### config.mk
export PLATFORM = sky130hd
export DESIGN_NAME = bus_arbiter
export DESIGN_NICKNAME = d
export VERILOG_FILES = /design/src/rtl/bus_arbiter.sv
export SDC_FILE = /design/constraint.sdc
export NUM_CORES = 1
export LEC_CHECK = 0
export ABC_AREA = 1
export CORE_ASPECT_RATIO = 1.4
export CORE_MARGIN = 5
export CORE_UTILIZATION = 46
export CTS_BUF_LIST = sky130_fd_sc_hd__clkbuf_8
export CTS_CLUSTER_SIZE = 8
export DETAILED_ROUTE_END_ITERATION = 6
export MAX_ROUTING_LAYER = met4
export PLACE_DENSITY = 0.88
export SLEW_MARGIN = 20
export SYNTH_ARGS = -nofsm -noshare
export SYNTH_HDL_FRONTEND = slang
export SYNTH_SLANG_ARGS = --single-unit
export TNS_END_PERCENT = 100
### constraint.sdc
create_clock -name clk -period 9 [get_ports clk]
set_input_delay 1.8 -clock clk [delete_from_list [all_inputs] [get_ports clk]]
set_output_delay 1.8 -clock clk [all_outputs]
set_load 0.02 [all_outputs]
### src/rtl/bus_arbiter.sv
// Shares one bus master port between instruction fetch (IF) and data access (MEM).
// MEM has priority; per-requester done flags block repeat accesses while the pipeline is held.
module bus_arbiter (
  input  logic        clk,
  input  logic        rst,
  input  logic [5:0]  stall,
  input  logic        flush,
  input  logic        if_req,
  input  logic [31:0] if_addr,
  output logic [31:0] if_rdata,
  output logic        if_stallreq,
  input  logic        mem_req,
  input  logic        mem_we,
  input  logic [3:0]  mem_sel,
  input  logic [31:0] mem_addr,
  input  logic [31:0] mem_wdata,
  output logic [31:0] mem_rdata,
  output logic        mem_stallreq,
  output logic        bus_cyc,
  output logic        bus_stb,
  output logic        bus_we,
  output logic [3:0]  bus_sel,
  output logic [31:0] bus_addr,
  output logic [31:0] bus_wdata,
  input  logic        bus_ack,
  input  logic [31:0] bus_rdata
);

  typedef enum logic [1:0] {IDLE, IF_BUSY, MEM_BUSY, FLUSH_WAIT} state_e;

  state_e      state_q;
  logic        if_done_q, mem_done_q;
  logic        bus_cyc_q, bus_we_q;
  logic [3:0]  bus_sel_q;
  logic [31:0] bus_addr_q, bus_wdata_q;
  logic [31:0] if_rdata_q, mem_rdata_q;

  logic unused_stall;
  assign unused_stall = ^{stall[5], stall[3:2], stall[0]};

  always_ff @(posedge clk or posedge rst) begin
    if (rst) begin
      state_q     <= IDLE;
      if_done_q   <= 1'b0;
      mem_done_q  <= 1'b0;
      bus_cyc_q   <= 1'b0;
      bus_we_q    <= 1'b0;
      bus_sel_q   <= '0;
      bus_addr_q  <= '0;
      bus_wdata_q <= '0;
      if_rdata_q  <= '0;
      mem_rdata_q <= '0;
    end else begin
      // Clears come first so a completing access below can re-set its flag.
      if (!stall[1] || flush) if_done_q  <= 1'b0;
      if (!stall[4] || flush) mem_done_q <= 1'b0;
      case (state_q)
        IDLE: begin
          if (!flush) begin
            if (mem_req && !mem_done_q) begin
              state_q     <= MEM_BUSY;
              bus_cyc_q   <= 1'b1;
              bus_we_q    <= mem_we;
              bus_sel_q   <= mem_sel;
              bus_addr_q  <= mem_addr;
              bus_wdata_q <= mem_wdata;
            end else if (if_req && !if_done_q) begin
              state_q     <= IF_BUSY;
              bus_cyc_q   <= 1'b1;
              bus_we_q    <= 1'b0;
              bus_sel_q   <= '1;
              bus_addr_q  <= if_addr;
              bus_wdata_q <= '0;
            end
          end
        end
        IF_BUSY, MEM_BUSY, FLUSH_WAIT: begin
          if (bus_ack) begin
            state_q     <= IDLE;
            bus_cyc_q   <= 1'b0;
            bus_we_q    <= 1'b0;
            bus_sel_q   <= '0;
            bus_addr_q  <= '0;
            bus_wdata_q <= '0;
            // A flush arriving together with the ack discards the data as well.
            if (!flush && state_q == IF_BUSY) begin
              if_rdata_q <= bus_rdata;
              if_done_q  <= 1'b1;
            end
            if (!flush && state_q == MEM_BUSY) begin
              if (!bus_we_q) mem_rdata_q <= bus_rdata;
              mem_done_q <= 1'b1;
            end
          end else if (flush) begin
            state_q <= FLUSH_WAIT;
          end
        end
        default: state_q <= IDLE;
      endcase
    end
  end

  assign if_stallreq  = if_req  & ~if_done_q  & ~flush & ~rst;
  assign mem_stallreq = mem_req & ~mem_done_q & ~flush & ~rst;

  assign bus_cyc   = bus_cyc_q;
  assign bus_stb   = bus_cyc_q;
  assign bus_we    = bus_we_q;
  assign bus_sel   = bus_sel_q;
  assign bus_addr  = bus_addr_q;
  assign bus_wdata = bus_wdata_q;
  assign if_rdata  = if_rdata_q;
  assign mem_rdata = mem_rdata_q;

endmodule
==> summary.txt <==
P_int - 0.00184 W
Num CTS Buffers - 17
Final setup violation count - 0
Clock Sinks - 138
GP Congestion - 0.843
Worst Path Max Fanout - 6
Register area - 3450 sq um
Share of the synthesized area in the top cell type - 55.6%
Slew of the pin with the lowest slew margin - 0.788 ns
Final min period - 5.18 ns
Starting Density - 46.6%
Row count - 50
RSZ-0062 raised after global routing - false
Starting DRT DRC Count - 343
Worst setup SP type - primary input
Sum Neg Setup Slack - 0 ns
Data required, critical path - 7.20 ns
Critical path arrival - 3.38 ns
Seq pwr share - 32.7%
Hold crit path type - register to register
GRT Resource Usage Total - 25.1%
Clock Latency Late Sink - 0.43 ns
Kind of critical path - primary input to output pin
Leading cell type in the layout, fill and taps excluded - clkdlybuf4s50_1
Switching share of power - 42.0%
Final Power - 0.00317 W
CTS Buffer Depth - 2
Peak Freq - 193 MHz
Fin Clk Skew - 0.0144 ns
Worst Setup End Kind - output pin
Worst R2R Start - state_q[0]$_DFFE_PP0P_
Multi-input logic area - 2240 sq um
Via/cell ratio - 4.98
Synth Register Bits - 138
Synth Cell Area - 6220 sq um
Clk root buf - clkbuf_8
PwrDens - 335 nW/um^2
Sequential-to-total area share from yosys stat - 55.6%
Worst-path clk slew - 0.08 ns
Clock Power Share - 17.4%
CTS tree - built
Syn_area_per_cell - 7.99 sq um
Area grow syn2layout - 52.4%
H-tree levels - 4
Top post-synthesis cells by area - dfrtp_1 56%, nand2_1 15%, nand3_1 11%
CP startpoint - flush
Post-CTS Hold Fix Bufs - 0
Post-Route WL - 19.2 mm
Placeable Area - 13300 sq um
Antenna violations before repair - 0
Drt first pass iters - 5
Yosys warning total - 0
Grt total ovfl - 0
# Post-CTS Setup Buffers - 0
Synth area leader - dfrtp_1
Mapped Cells - 778
Vias in the first global route - 6110
Antenna-violating nets left - 0
Die area - 16000 sq um
Drt drc - 0
Routed vias - 6084
First-pass GRT wire length - 30.9 mm
Most frequent cells in the layout - 277 x clkdlybuf4s50_1, 254 x nand2_1, 142 x nand3_1
Pin count of the biggest net entering global routing - 84
Critical Path Sink - if_stallreq
Die W - 108 um
Max-Cap Viols - 0
Filler cells - 1043
Die height - 148 um
Fin. Hold Viols - 0
Worst r2r dst - bus_wdata[4]$_DFFE_PP0P_
Post-synth net total - 923
Leak - 4.78 nW
Post-CTS sizing - 0
R2r worst-path depth - 7
Gate power share - 50.0%
Layout cell share with drive strength beyond 1 - 4.90%
Nets - 1172
Psw - 0.00133 W
Rel. slew slack - 47.3%
# port buffers - 277
Period utilisation layout - 57.6%
Peak supply drop - 0.219 mV
Netlist cell types - 17
Hold_sp - bus_wdata[24]$_DFFE_PP0P_
Detail Placement HPWL - 13.4 mm
Slew Limit Fails - 0
FF-to-FF setup slack - 6.57 ns
Status - complete, no violations
Wire per inst - 15.8 um
ANT cells - 0
I/O pins - 282
cells in the mapped netlist, drive strengths merged:
cell / count
nand3: 144
nor2: 38
inv: 77
clkbuf: 14
buf: 39
nand3b: 4
nand4: 1
o21ai: 64
nor3: 1
dfrtp: 138
nand2: 258
sequential cells by signal, summed over array words and instances (netlist names):
register / flops
mem_done_q: 1
if_done_q: 1
bus_sel: 4
bus_we: 1
bus_wdata: 32
mem_rdata: 32
if_rdata: 32
bus_addr: 32
bus_cyc: 1
state_q: 2
area by class of cell:
cell class	count	area share, %
Tap cell	182	2.40
Clock buffer	18	2.62
Sequential cell	138	36.5
Multi-Input combinational cell	510	23.6
Clock inverter	14	1.98
Timing Repair Buffer	283	29.8
Inverter	77	3.10
routing by layer:
metal	part of all wire, %	global-route usage (%)	wire length (um)
met1	39	30.4	7530
met2	50	40.2	9640
met5	0	-	0
met3	7.6	6.68	1450
met4	3.2	9.67	621
power by group through the flow:
stage / logic, W / clock network (W) / registers, W
floorplan: 0.000533 / 0 / 0.00135
global placement: 0.00157 / 0 / 0.00103
detailed placement: 0.00159 / 0 / 0.00104
CTS: 0.00160 / 0.000565 / 0.00104
global route: 0.00172 / 0.000596 / 0.00107
finish: 0.00158 / 0.000552 / 0.00104
worst max-delay path: stages:
cell and delay [ns]:
clkdlybuf4s50_1 0.48, inv_2 0.15, nand3_1 0.15, nor2_1 0.17, clkdlybuf4s50_1 0.63
worst min-delay path by stage:
stage | cells past startpoint | slack, ns | to
final | 2 | 0.47 | bus_wdata[24]$_DFFE_PP0P_
after global routing | 2 | 0.49 | bus_wdata[29]$_DFFE_PP0P_
after CTS | 2 | 0.48 | bus_wdata[24]$_DFFE_PP0P_
after detailed placement | 2 | 0.46 | bus_wdata[24]$_DFFE_PP0P_
after global placement | 2 | 0.45 | bus_wdata[14]$_DFFE_PP0P_
after floorplan | 2 | 0.46 | state_q[1]$_DFFE_PP0P_
logic make-up (layout without fill, tap and decap cells):
kind of cell           Yosys count  in the layout  synth area share (%)
AO/OA/AOI/OAI                   64             64                  5.15
flip-flops                     138            138                  55.6
buffers and inverters          130            392                  8.72
AND/OR/NAND/NOR                446            446                  30.6
per-stage QoR:
step           hold WS (ns)  area (sq um)  cells  util (%)  setup WS, ns
2_1_floorplan         0.464          6220    778         -          3.50
3_3_place_gp          0.453          9030   1190      67.7          3.82
3_5_place_dp          0.457          9030   1190      67.7          3.82
4_1_cts               0.477          9460   1222      71.0          3.82
5_1_grt               0.494          9470   1222      71.1          3.74
6_report              0.474          9470   1222      71.1          3.82
(Power assumes the default switching activity.)
